### src/rtl/divider_8_bit_if.sv
// Request/response bundle for the sequential divider: operands and start in, results and status out.
interface divider_8_bit_if #(
    parameter int WIDTH = 8
);
    logic             start;
    logic [WIDTH-1:0] A;
    logic [WIDTH-1:0] B;
    logic [WIDTH-1:0] Q;
    logic [WIDTH-1:0] R;
    logic             busy;
    logic             done;
    logic             div_by_zero;

    modport master (
        output start, A, B,
        input  Q, R, busy, done, div_by_zero
    );

    modport slave (
        input  start, A, B,
        output Q, R, busy, done, div_by_zero
    );
endinterface

### src/rtl/divider_8_bit.sv
// Unsigned restoring divider: one trial subtraction per clock, WIDTH iterations,
// start/busy/done handshake with results held until the next completion.
module divider_8_bit #(
    parameter int WIDTH = 8
) (
    input  logic            CLK,
    input  logic            RST,
    divider_8_bit_if.slave  bus
);
    localparam int CNT_W = (WIDTH > 2) ? $clog2(WIDTH) : 1;

    typedef enum logic [1:0] {
        S_IDLE = 2'd0,
        S_RUN  = 2'd1,
        S_DONE = 2'd2
    } state_t;

    state_t           r_state;
    state_t           w_next;

    logic [WIDTH:0]   r_p;
    logic [WIDTH-1:0] r_d;
    logic [WIDTH-1:0] r_b;
    logic [CNT_W-1:0] r_cnt;
    logic [WIDTH-1:0] r_q;
    logic [WIDTH-1:0] r_r;
    logic             r_dbz;

    logic [WIDTH:0]   w_pshift;
    logic [WIDTH:0]   w_t;
    logic [WIDTH:0]   w_pnext;
    logic [WIDTH-1:0] w_dnext;
    logic             w_last;

    // One restoring step: bring in the next dividend bit, try subtracting the divisor.
    assign w_pshift = {r_p[WIDTH-1:0], r_d[WIDTH-1]};
    assign w_t      = w_pshift - {1'b0, r_b};
    assign w_pnext  = w_t[WIDTH] ? w_pshift : w_t;
    assign w_dnext  = {r_d[WIDTH-2:0], ~w_t[WIDTH]};
    assign w_last   = (r_cnt == CNT_W'(WIDTH - 1));

    always_ff @(posedge CLK) begin
        if (RST) r_state <= S_IDLE;
        else     r_state <= w_next;
    end

    always_comb begin
        w_next = r_state;
        case (r_state)
            S_IDLE: if (bus.start) w_next = (bus.B == '0) ? S_DONE : S_RUN;
            S_RUN:  if (w_last)    w_next = S_DONE;
            S_DONE:                w_next = S_IDLE;
            default:               w_next = S_IDLE;
        endcase
    end

    always_ff @(posedge CLK) begin
        if (RST) begin
            r_p   <= '0;
            r_d   <= '0;
            r_b   <= '0;
            r_cnt <= '0;
            r_q   <= '0;
            r_r   <= '0;
            r_dbz <= 1'b0;
        end else begin
            case (r_state)
                S_IDLE: begin
                    if (bus.start) begin
                        r_d   <= bus.A;
                        r_b   <= bus.B;
                        r_p   <= '0;
                        r_cnt <= '0;
                        // Divide by zero short-circuits straight to the result.
                        if (bus.B == '0) begin
                            r_q   <= '1;
                            r_r   <= bus.A;
                            r_dbz <= 1'b1;
                        end
                    end
                end
                S_RUN: begin
                    r_p   <= w_pnext;
                    r_d   <= w_dnext;
                    r_cnt <= r_cnt + CNT_W'(1);
                    if (w_last) begin
                        r_q   <= w_dnext;
                        r_r   <= w_pnext[WIDTH-1:0];
                        r_dbz <= 1'b0;
                    end
                end
                default: ;
            endcase
        end
    end

    assign bus.Q           = r_q;
    assign bus.R           = r_r;
    assign bus.div_by_zero = r_dbz;
    assign bus.busy        = (r_state != S_IDLE);
    assign bus.done        = (r_state == S_DONE);
endmodule

### src/flat_wrapper.sv
// flat-port wrapper written by rule: the top's interface ports become plain ports
module divider_8_bit_flat 
#(
    parameter int WIDTH = 8
)
  (CLK, RST, bus_start, bus_A, bus_B, bus_Q, bus_R, bus_busy, bus_done, bus_div_by_zero);
  divider_8_bit_if #(.WIDTH(WIDTH)) bus_i ();
  input  logic CLK;
  input  logic RST;
  input wire logic [$bits(bus_i.start)-1:0] bus_start;
  input wire logic [$bits(bus_i.A)-1:0] bus_A;
  input wire logic [$bits(bus_i.B)-1:0] bus_B;
  output wire logic [$bits(bus_i.Q)-1:0] bus_Q;
  output wire logic [$bits(bus_i.R)-1:0] bus_R;
  output wire logic [$bits(bus_i.busy)-1:0] bus_busy;
  output wire logic [$bits(bus_i.done)-1:0] bus_done;
  output wire logic [$bits(bus_i.div_by_zero)-1:0] bus_div_by_zero;
  assign bus_i.start = bus_start;
  assign bus_i.A = bus_A;
  assign bus_i.B = bus_B;
  assign bus_Q = bus_i.Q;
  assign bus_R = bus_i.R;
  assign bus_busy = bus_i.busy;
  assign bus_done = bus_i.done;
  assign bus_div_by_zero = bus_i.div_by_zero;
  divider_8_bit #(.WIDTH(WIDTH)) u_core (.CLK(CLK), .RST(RST), .bus(bus_i));
endmodule
### config.mk
export PLATFORM = sky130hd
export DESIGN_NAME = divider_8_bit_flat
export DESIGN_NICKNAME = d
export VERILOG_FILES = /design/src/rtl/divider_8_bit_if.sv /design/src/rtl/divider_8_bit.sv /design/src/flat_wrapper.sv
export SDC_FILE = /design/constraint.sdc
export NUM_CORES = 1
export LEC_CHECK = 0
export CORE_AREA = 2 2 113 88
export DETAILED_ROUTE_END_ITERATION = 8
export DIE_AREA = 0 0 115 90
export PLACE_DENSITY_LB_ADDON = 0.12
export SLEW_MARGIN = 0
export SYNTH_ARGS = -nofsm -noshare
export SYNTH_HDL_FRONTEND = slang
export SYNTH_SLANG_ARGS = --single-unit
### constraint.sdc
create_clock -name CLK -period 2.1 [get_ports CLK]
set_input_delay 0.63 -clock CLK [delete_from_list [all_inputs] [get_ports CLK]]
set_output_delay 0.63 -clock CLK [all_outputs]
set_load 0.01 [all_outputs]
; Word level (Yosys, flattened, before mapping)
; Index checks and enable logic that the tools add are counted.
[word_totals]
memories = 0
romBits = 0
out_inout_bits = 19
ff_bits = 46
word_cells = 48
inputBits = 19
latchBits = 0
ram_bits = 0
[classes]
mul = 0
bitwise_logic = 1
addsub = 2
n_shift = 0
magnitude_cmp = 0
muxes = 23
n_reduce_logical = 8
eq_ne = 6
n_div = 0
[op_table]
columns = operator, count
row1 = 8-bit two-way mux, 9
row2 = 8-bit case mux with 2 select lines, 4
row3 = 9-bit by 8-bit subtractor with 9-bit output, 1
row4 = 8-bit logical NOT, 1
row5 = 2-bit two-way mux, 3
row6 = 3-bit case mux with 2 select lines, 1
row7 = 2-bit AND reduction, 3
row8 = "2-bit by 1-bit inequality test with 1-bit output, second input constant", 2
row9 = 2-bit case mux with 2 select lines, 1
row10 = 4-bit AND reduction, 1
row11 = 2-bit nonzero test, 2
row12 = "3-bit by 1-bit adder with 3-bit output, second input constant", 1
row13 = "3-bit == test, second input constant", 1
row14 = 1-bit two-way mux, 3
row15 = 3-bit two-way mux, 1
row16 = "2-bit by 1-bit == test with 1-bit output, second input constant", 1
row17 = "2-bit == test, second input constant", 1
row18 = 2-bit logical NOT, 1
row19 = "2-bit inequality test, second input constant", 1
row20 = 1-bit case mux with 2 select lines, 1
row21 = 1-bit NOT, 1

; Logic depth before layout (Yosys ltp)
; Gate-level depths: netlist (run 1).
[depth]
depth_word = 4
depth_mapped = 10
depth_no_buf = 9

; Worst setup path after synthesis (run 1)
; Ideal clock, no wire load.
[synth_path]
kind = register to register
from = reg u_core.r_d[7]
to = reg u_core.r_p[6]
path_buffers = 0
setup_ns = 0.074
synth_period_minus_slack_ns = 2.079
path_slack_ns = 0.021
arrival_time_ns = 2.005
path_stages_with_launch = 10
t_required_ns = 2.026
cell_sequence = dfxtp_1 inv_1 ha_1 inv_1 fa_1 a211oi_2 o211ai_1 o211a_4 or3_1 o211ai_2
[synth_via]
elab_chain_len = 3
[synth_lines]
columns = item, line
row1 = from (decl), divider_8_bit.sv:22  ; logic [WIDTH-1:0] r_d;
row2 = from (signal assigned), divider_8_bit.sv:70  ; r_d <= bus.A;
row3 = from (signal assigned), divider_8_bit.sv:84  ; r_d <= w_dnext;
row4 = 9-bit by 8-bit subtractor with 9-bit output, divider_8_bit.sv:37  ; assign w_t = w_pshift - {1'b0, r_b};
row5 = 8-bit two-way mux, divider_8_bit.sv:38  ; assign w_pnext = w_t[WIDTH] ? w_pshift : w_t;
row6 = 8-bit case mux with 2 select lines, divider_8_bit.sv:67  ; case (r_state)
row7 = to (signal assigned), divider_8_bit.sv:83  ; r_p <= w_pnext;
row8 = to (decl), divider_8_bit.sv:21  ; logic [WIDTH:0] r_p;
; No other way between the ends.
; A chain may end at the register's enable or synchronous reset.

; Worst setup path in the final report (run 1)
[layout_path]
from = reg u_core.r_d[7]
to = reg u_core.r_r[2], in the netlist u_core.bus.R[2]
[layout_via]
elab_chain_len = 4
[layout_lines]
columns = item, line
row1 = 9-bit by 8-bit subtractor with 9-bit output, divider_8_bit.sv:37
row2 = 8-bit two-way mux, divider_8_bit.sv:38
row3 = 8-bit two-way mux, divider_8_bit.sv:86  ; if (w_last) begin
row4 = 8-bit case mux with 2 select lines, divider_8_bit.sv:67
row5 = to (signal assigned), divider_8_bit.sv:77  ; r_r <= bus.A;
row6 = to (signal assigned), divider_8_bit.sv:88  ; r_r <= w_pnext[WIDTH-1:0];
row7 = to (decl), divider_8_bit.sv:26  ; logic [WIDTH-1:0] r_r;
; No other way between the ends. The select of a mux whose other input is x is not followed.

==> tab_implementation.tex, run 1 <==
\begin{tabular}{lr}
\hline
Metric & Value \\
\hline
\multicolumn{2}{l}{\textbf{Run status}} \\
Status & finished, final reports clean \\
\multicolumn{2}{l}{\textbf{Global routing}} \\
Vias in the first global route & 2540 \\
Initial antenna violation count & 0 \\
Total routing resource utilization after global routing & 16.2\% \\
Leftover overflow at the end of global routing & 0 \\
Maximum number of pins on one net before global-route repair & 34 \\
Global-route wire length before repair & 13200 µm \\
\multicolumn{2}{l}{\textbf{Timing}} \\
Final setup violating endpoints & 0 \\
Final Hold Violating Endpoints & 0 \\
Final critical-path required period & 2080 ps \\
Maximum frequency from static timing analysis & 0.481 GHz \\
Setup repair after global routing missed its margin & yes \\
Final number of max-transition violations & 0 \\
Slack of the critical path & 22.5 ps \\
Final period util & 98.9\% \\
Tightest Pin Transition & 713 ps \\
Clk\_skew & 8.43 ps \\
Relative slew margins & 52.4\% \\
Final hold slack & 485 ps \\
\multicolumn{2}{l}{\textbf{Detailed routing}} \\
Drt total wl & 8320 µm \\
Detail-routed via count per cell & 5.05 \\
Post-detailed-route wirelength per cell & 15.8 µm \\
DRC & 0 \\
Number of routed nets with antenna violations & 0 \\
Initial DRC Count & 112 \\
Iteration count of the initial detailed-routing pass & 4 \\
Vias & 2650 \\
\multicolumn{2}{l}{\textbf{Layout}} \\
FF/Latch Area & 923 µm² \\
Final net count & 439 \\
Syn-to-layout area delta & 40.3\% \\
Share of cells above drive strength 1 & 22.2\% \\
Area taken by multi-input logic gates & 1700 µm² \\
Antenna Diode Count & 0 \\
Filler cells & 968 \\
\multicolumn{2}{l}{\textbf{Yosys}} \\
Synthesized area divided by synthesized cell count & 8.14 µm² \\
Dominant synthesized flop cell & sky130\_fd\_sc\_hd\_\_dfxtp\_1 \\
Post-synthesis cell type count & 54 \\
Count of flip-flops with a built-in enable after synthesis & 0 \\
Post-Syn Area & 2690 µm² \\
Sequential cell area fraction in the yosys report & 34.2\% \\
Mapped Nets & 361 \\
Fraction of registers with async set/reset & 0\% \\
Yosys synthesis warning count & 0 \\
Syn Inst Count & 331 \\
Number of register bits inferred by synthesis & 46 \\
\multicolumn{2}{l}{\textbf{Placement}} \\
Worst-case setup slack after placement & -232 ps \\
Total half-perimeter wirelength after legalization and detailed placement & 6160 µm \\
Routability-driven placement congestion ratio & 0.799 \\
Buffers added on ports & 37 \\
\multicolumn{2}{l}{\textbf{Power}} \\
Pwr per Cell Area & 754 nW/µm² \\
Static leakage power & 1.56 nW \\
Maximum vdd drop & 0.000298 V \\
Total chip power & 2.85 mW \\
\multicolumn{2}{l}{\textbf{Critical path}} \\
Crit-path max FO & 3 \\
Setup crit end & u\_core.bus.R[2]\$\_SDFFE\_PP0P\_ \\
Origin of the worst setup path & u\_core.r\_d[7]\$\_SDFFE\_PP0P\_ \\
Setup slack, reg-to-reg & 20 ps \\
Element type at the critical path end & register \\
Arrival @ worst endpoint & 2300 ps \\
Crit path kind & reg -> reg \\
Startpoint of the most critical register-to-register path & u\_core.r\_d[7]\$\_SDFFE\_PP0P\_ \\
Required time at the worst-slack endpoint & 2330 ps \\
End of the worst register-to-register path & u\_core.bus.R[2]\$\_SDFFE\_PP0P\_ \\
Critical Path Source Type & register \\
FF-to-FF path depth & 9 \\
\multicolumn{2}{l}{\textbf{Clock network}} \\
Total number of clock tree sinks & 46 \\
Clock latency on the worst-skew pair & 290 ps \\
TritonCTS clock tree & yes \\
Clock slew at the register clock pins of the worst setup and hold paths & 70 ps \\
TritonCTS Buffers & 5 \\
Root Driver & sky130\_fd\_sc\_hd\_\_clkbuf\_16 \\
Count of H-tree levels built during CTS & 2 \\
CTS max path bufs & 2 \\
CTS Hold Buffers Added & 0 \\
\multicolumn{2}{l}{\textbf{Floorplanning}} \\
Core ar. & 9310 µm² \\
Row Count & 31 \\
Initial Util & 28.9\% \\
Number of top-level design ports & 38 \\
Die X & 115 µm \\
Die height & 90 µm \\
Total die area & 10400 µm² \\
\multicolumn{2}{l}{\textbf{Worst hold path}} \\
Worst min path class & reg -> reg \\
\multicolumn{2}{l}{\textbf{Run}} \\
Max cap viols & 0 \\
\hline
\end{tabular}
==> layout make-up <==
type                    count  share of cell area, %
multi-input cells         252                   45.0
flip-flops and latches     46                   24.4
repair buffers             92                   21.3
well taps                 115                   3.81
clock buffers               7                   3.51
inverters                  12                   1.19
clock inverters             1                  0.795
==> worst max-delay path, cell delays in order, from the launching register on <==
cell	delay, ps
sky130_fd_sc_hd__dfxtp_2	320
sky130_fd_sc_hd__inv_2	60
sky130_fd_sc_hd__ha_4	120
sky130_fd_sc_hd__inv_2	30
sky130_fd_sc_hd__fa_2	360
sky130_fd_sc_hd__a211oi_4	260
sky130_fd_sc_hd__o211a_1	260
sky130_fd_sc_hd__o211ai_2	120
sky130_fd_sc_hd__mux2_4	360
sky130_fd_sc_hd__a31oi_4	130
==> metal layers <==
layer	share of wire, %	wire length (µm)	track usage, %	vias up
li1	-	-	-	1357
met1	55	4590	25.9	1240
met2	40	3290	22.2	48
met3	4.6	380	3.10	5
met4	0.64	53	3.31	0
met5	0	0	0	-
==> sequential cells by signal, indices dropped and copies added (netlist names) <==
signal and flops:
u_core.bus.Q 8, u_core.r_cnt 3, u_core.r_p 8, u_core.r_state 2
u_core.r_b 8, u_core.bus.div_by_zero 1, u_core.r_d 8, u_core.bus.R 8
==> timing repair <==
item	4_1_cts	5_1_grt
setup endpoints to repair	18	25
pin swaps	10	12
endpoints found under the hold margin	0	0
resized for setup	10	12
cloned	0	2
buffers inserted	2	1
==> worst min path at each step <==
stage                                             start                             endpoint  slack, ps  depth (start not counted)
global placement    u_core.bus.div_by_zero$_SDFFE_PP0P_  u_core.bus.div_by_zero$_SDFFE_PP0P_        470                          2
detailed placement  u_core.bus.div_by_zero$_SDFFE_PP0P_  u_core.bus.div_by_zero$_SDFFE_PP0P_        460                          2
finish              u_core.bus.div_by_zero$_SDFFE_PP0P_  u_core.bus.div_by_zero$_SDFFE_PP0P_        480                          2
floorplan                    u_core.r_b[1]$_SDFFE_PP0P_           u_core.r_b[1]$_SDFFE_PP0P_        460                          2
CTS                 u_core.bus.div_by_zero$_SDFFE_PP0P_  u_core.bus.div_by_zero$_SDFFE_PP0P_        480                          2
global route        u_core.bus.div_by_zero$_SDFFE_PP0P_  u_core.bus.div_by_zero$_SDFFE_PP0P_        490                          2
==> power by group <==
part	internal [mW]	total [mW]	switching, mW
logic	0.449	0.969	0.520
clock network	0.563	0.906	0.342
registers	0.929	0.973	0.0433
total	1.94	2.85	0.905
==> cell families (layout without fill, tap and decap cells) <==
logic type	count (synthesis)	in the layout	share of synthesized area [%]
AOI/OAI and AO/OA	85	87	24.5
xor gates and xnor gates	4	4	1.30
adders and majority gates	11	11	5.39
buffers and inverters	35	112	5.85
DFF	46	46	34.2
muxes	10	10	3.90
and+or+nand+nor	140	140	24.9
==> metrics by stage <==
step | setup TNS, ps | utilization [%] | cells | cell area, µm²
floorplan | 0 | - | 331 | 2690
global placement | -5360 | 37.6 | 512 | 3500
detailed placement | -4690 | 37.6 | 512 | 3500
CTS | -43.3 | 39.9 | 522 | 3710
global route | -439 | 40.6 | 525 | 3780
finish | 0 | 40.6 | 525 | 3780
==> placed cells by master, fill, tap and decap left out, types with 2 or more instances in the layout <==
cell | synthesis | routed
sky130_fd_sc_hd__xor2_1 | 3 | 3
sky130_fd_sc_hd__a22oi_1 | 2 | 2
sky130_fd_sc_hd__dfxtp_1 | 46 | 44
sky130_fd_sc_hd__clkbuf_16 | 0 | 5
sky130_fd_sc_hd__nand3_1 | 16 | 16
sky130_fd_sc_hd__a211oi_1 | 9 | 8
sky130_fd_sc_hd__nand2b_1 | 6 | 6
sky130_fd_sc_hd__o211ai_2 | 3 | 3
sky130_fd_sc_hd__clkbuf_1 | 12 | 2
sky130_fd_sc_hd__nand4_1 | 16 | 16
sky130_fd_sc_hd__buf_6 | 1 | 2
sky130_fd_sc_hd__o21a_2 | 0 | 2
sky130_fd_sc_hd__nand2_1 | 33 | 31
sky130_fd_sc_hd__a22o_1 | 6 | 6
sky130_fd_sc_hd__nor4_2 | 2 | 2
sky130_fd_sc_hd__dfxtp_2 | 0 | 2
sky130_fd_sc_hd__mux2i_1 | 9 | 9
sky130_fd_sc_hd__nor2_1 | 53 | 53
sky130_fd_sc_hd__a21oi_1 | 17 | 17
sky130_fd_sc_hd__nor2b_1 | 5 | 4
sky130_fd_sc_hd__ha_1 | 10 | 9
sky130_fd_sc_hd__clkdlybuf4s50_1 | 0 | 37
sky130_fd_sc_hd__a311oi_1 | 8 | 7
sky130_fd_sc_hd__inv_2 | 0 | 2
sky130_fd_sc_hd__o21bai_1 | 9 | 9
sky130_fd_sc_hd__o2111ai_1 | 2 | 2
sky130_fd_sc_hd__o21ai_0 | 8 | 7
sky130_fd_sc_hd__nand4b_1 | 2 | 2
sky130_fd_sc_hd__inv_1 | 12 | 10
sky130_fd_sc_hd__buf_4 | 3 | 52
sky130_fd_sc_hd__o211ai_1 | 3 | 3
==> synth_stat cells, types with 3 or more instances <==
library cell	n	share of area [%]
sky130_fd_sc_hd__a211oi_1	9	2.5
sky130_fd_sc_hd__nand2b_1	6	1.4
sky130_fd_sc_hd__clkbuf_1	12	1.7
sky130_fd_sc_hd__nand2_1	33	4.6
sky130_fd_sc_hd__nand4_1	16	3.7
sky130_fd_sc_hd__nand3_1	16	3.0
sky130_fd_sc_hd__mux2i_1	9	3.3
sky130_fd_sc_hd__nor2b_1	5	1.2
sky130_fd_sc_hd__o211ai_1	3	0.84
sky130_fd_sc_hd__buf_4	3	0.84
sky130_fd_sc_hd__nor2_1	53	7.4
sky130_fd_sc_hd__o211ai_2	3	1.4
sky130_fd_sc_hd__xor2_1	3	0.98
sky130_fd_sc_hd__inv_1	12	1.7
sky130_fd_sc_hd__o21bai_1	9	2.5
sky130_fd_sc_hd__dfxtp_1	46	34
sky130_fd_sc_hd__a22o_1	6	2.0
sky130_fd_sc_hd__ha_1	10	4.6
sky130_fd_sc_hd__o21ai_0	8	1.5
sky130_fd_sc_hd__a311oi_1	8	2.6
sky130_fd_sc_hd__a21oi_1	17	3.2
sky130_fd_sc_hd__buf_2	6	1.1
No activity file was read; power rests on OpenSTA's default activity.
==> inputs of run 2 (changes only) <==
--- a/config.mk
+++ b/config.mk
@@ -13,3 +13,4 @@
 export SYNTH_ARGS = -nofsm -noshare
 export SYNTH_HDL_FRONTEND = slang
 export SYNTH_SLANG_ARGS = --single-unit
+export TNS_END_PERCENT = 1
==> tab_implementation.tex, run 2 (synthesis results as in run 1) <==
\begin{tabular}{lr}
\hline
Metric & Value \\
\hline
\multicolumn{2}{l}{\textbf{Run status}} \\
Status & finished, final reports clean (unchanged) \\
\multicolumn{2}{l}{\textbf{Power}} \\
Static leakage power & 1.54 nW (was 1.56 nW) \\
Pwr per Cell Area & 753 nW/µm² (was 754 nW/µm²) \\
Portion of total power attributed to the clock network & 32.0\% (was 31.8\%) \\
Reg power frac & 34.4\% (was 34.2\%) \\
Total internal power & 1.93 mW (was 1.94 mW) \\
Switching power summed over all nets & 0.892 mW (was 0.905 mW) \\
Maximum vdd drop & 0.000297 V (was 0.000298 V) \\
Portion of total power attributed to combinational logic & 33.6\% (was 34.0\%) \\
Switching part of the total power & 31.6\% (was 31.8\%) \\
Total chip power & 2.83 mW (was 2.85 mW) \\
\multicolumn{2}{l}{\textbf{Timing}} \\
Tightest Pin Transition & 717 ps (was 713 ps) \\
Final number of max-transition violations & 0 (unchanged) \\
Setup repair after global routing missed its margin & yes (unchanged) \\
Relative slew margins & 52.1\% (was 52.4\%) \\
Final period util & 98.4\% (was 98.9\%) \\
Final Hold Violating Endpoints & 0 (unchanged) \\
Maximum frequency from static timing analysis & 0.484 GHz (was 0.481 GHz) \\
Final setup violating endpoints & 0 (unchanged) \\
Clk\_skew & 8.95 ps (was 8.43 ps) \\
Final critical-path required period & 2070 ps (was 2080 ps) \\
\multicolumn{2}{l}{\textbf{Critical path}} \\
Crit path kind & reg -> reg (unchanged) \\
Setup slack, reg-to-reg & 30 ps (was 20 ps) \\
Critical Path Source Type & register (unchanged) \\
Crit-path max FO & 8 (was 3) \\
FF-to-FF path depth & 8 (was 9) \\
Arrival @ worst endpoint & 2230 ps (was 2300 ps) \\
Required time at the worst-slack endpoint & 2260 ps (was 2330 ps) \\
Element type at the critical path end & register (unchanged) \\
\multicolumn{2}{l}{\textbf{Clock network}} \\
Count of H-tree levels built during CTS & 2 (unchanged) \\
CTS max path bufs & 2 (unchanged) \\
Root Driver & sky130\_fd\_sc\_hd\_\_clkbuf\_16 (unchanged) \\
Total number of clock tree sinks & 46 (unchanged) \\
TritonCTS clock tree & yes (unchanged) \\
TritonCTS Buffers & 5 (unchanged) \\
Clock slew at the register clock pins of the worst setup and hold paths & 70 ps (about the same) \\
Clock latency on the worst-skew pair & 290 ps (about the same) \\
\multicolumn{2}{l}{\textbf{Placement}} \\
Buffers added on ports & 37 (unchanged) \\
Routability-driven placement congestion ratio & 0.799 (unchanged) \\
Cell count after placement & 512 (unchanged) \\
Total half-perimeter wirelength after legalization and detailed placement & 6160 µm (unchanged) \\
\multicolumn{2}{l}{\textbf{Floorplanning}} \\
Core ar. & 9310 µm² (unchanged) \\
Total die area & 10400 µm² (unchanged) \\
Initial Util & 28.9\% (unchanged) \\
Row Count & 31 (unchanged) \\
Number of top-level design ports & 38 (unchanged) \\
Die X & 115 µm (unchanged) \\
Die height & 90 µm (unchanged) \\
\multicolumn{2}{l}{\textbf{Global routing}} \\
Global-route wire length before repair & 13200 µm (unchanged) \\
Total routing resource utilization after global routing & 16.2\% (unchanged) \\
Leftover overflow at the end of global routing & 0 (unchanged) \\
Maximum number of pins on one net before global-route repair & 34 (unchanged) \\
Vias in the first global route & 2540 (unchanged) \\
Initial antenna violation count & 0 (unchanged) \\
\multicolumn{2}{l}{\textbf{Layout}} \\
FF/Latch Area & 923 µm² (unchanged) \\
Syn-to-layout area delta & 39.4\% (was 40.3\%) \\
Area taken by multi-input logic gates & 1680 µm² (was 1700 µm²) \\
Leading cell types in the layout, fill and taps excluded & sky130\_fd\_sc\_hd\_\_nor2\_1 (53), sky130\_fd\_sc\_hd\_\_buf\_4 (53), sky130\_fd\_sc\_hd\_\_dfxtp\_1 (44) (was sky130\_fd\_sc\_hd\_\_nor2\_1 (53), sky130\_fd\_sc\_hd\_\_buf\_4 (52), sky130\_fd\_sc\_hd\_\_dfxtp\_1 (44)) \\
Antenna Diode Count & 0 (unchanged) \\
Final standard cell count with taps included and fillers excluded & 524 (was 525) \\
Final net count & 438 (was 439) \\
Filler cells & 968 (unchanged) \\
Share of cells above drive strength 1 & 21.5\% (was 22.2\%) \\
\multicolumn{2}{l}{\textbf{Worst hold path}} \\
Cell count of the worst hold path & 2 (unchanged) \\
Worst min path class & reg -> reg (unchanged) \\
\multicolumn{2}{l}{\textbf{Detailed routing}} \\
Number of routed nets with antenna violations & 0 (unchanged) \\
Vias & 2650 (unchanged) \\
Iteration count of the initial detailed-routing pass & 4 (unchanged) \\
Initial DRC Count & 116 (was 112) \\
Drt total wl & 8220 µm (was 8320 µm) \\
DRC & 0 (unchanged) \\
Post-detailed-route wirelength per cell & 15.7 µm (was 15.8 µm) \\
Detail-routed via count per cell & 5.06 (was 5.05) \\
\multicolumn{2}{l}{\textbf{Run}} \\
Max cap viols & 0 (unchanged) \\
\hline
\end{tabular}
-- run 2: cell count changes in the layout (fill, tap and decap cells not counted), sizes merged --
cell  change
o21a      -1
-- run 2: final timing paths --
kind,to,from
setup reg to reg,u_core.bus.R[0]$_SDFFE_PP0P_,u_core.r_b[7]$_SDFFE_PP0P_
hold / removal,u_core.bus.div_by_zero$_SDFFE_PP0P_,u_core.bus.div_by_zero$_SDFFE_PP0P_
hold reg to reg,u_core.bus.div_by_zero$_SDFFE_PP0P_,u_core.bus.div_by_zero$_SDFFE_PP0P_
setup / recovery,u_core.bus.R[0]$_SDFFE_PP0P_,u_core.r_b[7]$_SDFFE_PP0P_
-- run 2: routing by layer --
layer	wire, µm	GRT usage (%)	share of wire, %	vias up
met1	4550	25.9	55	1241
li1	-	-	-	1351
met2	3250	22.2	40	53
met3	365	3.10	4.4	5
met5	0	0	0	-
met4	53	3.31	0.64	0
-- run 2: what timing repair did --
| item | in CTS | in global routing |
|---|---|---|
| setup endpoints to repair | 18 | 25 |
| resized for setup | 9 | 9 |
| setup buffers | 2 | 1 |
| pin swaps | 10 | 10 |
| gates cloned | 0 | 1 |
| hold buffers | 0 | 0 |
-- run 2: power by group through the flow --
stage	combinational [mW]	clock (mW)	sequential (mW)
after CTS	0.925	0.928	0.972
after global placement	0.894	0	0.990
after floorplan	0.540	0	0.983
final	0.949	0.905	0.972
after global routing	1.04	0.960	0.979
after detailed placement	0.896	0	0.991
-- run 2: critical path, cell delays in order (launching register included) --
cell	delay, ps
sky130_fd_sc_hd__dfxtp_1	340
sky130_fd_sc_hd__inv_1	80
sky130_fd_sc_hd__ha_1	330
sky130_fd_sc_hd__buf_4	160
sky130_fd_sc_hd__a21oi_1	230
sky130_fd_sc_hd__o211ai_1	220
sky130_fd_sc_hd__o211a_4	240
sky130_fd_sc_hd__o211ai_1	230
sky130_fd_sc_hd__a31oi_1	110
-- run 2: cell type report --
type | instances | area share [%]
multi-input combinational | 251 | 44.8
clock inverter | 1 | 0.800
timing repair buffer | 92 | 21.3
sequential | 46 | 24.6
clock buffer | 7 | 3.53
inverter | 12 | 1.20
tap | 115 | 3.83
-- run 2: stage by stage --
| stage | setup WS (ps) | hold slack (ps) | area (µm²) | utilization (%) | TNS, ps |
|---|---|---|---|---|---|
| finish | 32.9 | 486 | 3750 | 40.3 | 0 |
| global route | -75.6 | 489 | 3750 | 40.3 | -563 |
| CTS | -27.1 | 481 | 3710 | 39.9 | -38.5 |
| detailed placement | -232 | 463 | 3500 | 37.6 | -4690 |
| global placement | -278 | 466 | 3500 | 37.6 | -5360 |
| floorplan | 21.4 | 460 | 2690 | - | 0 |
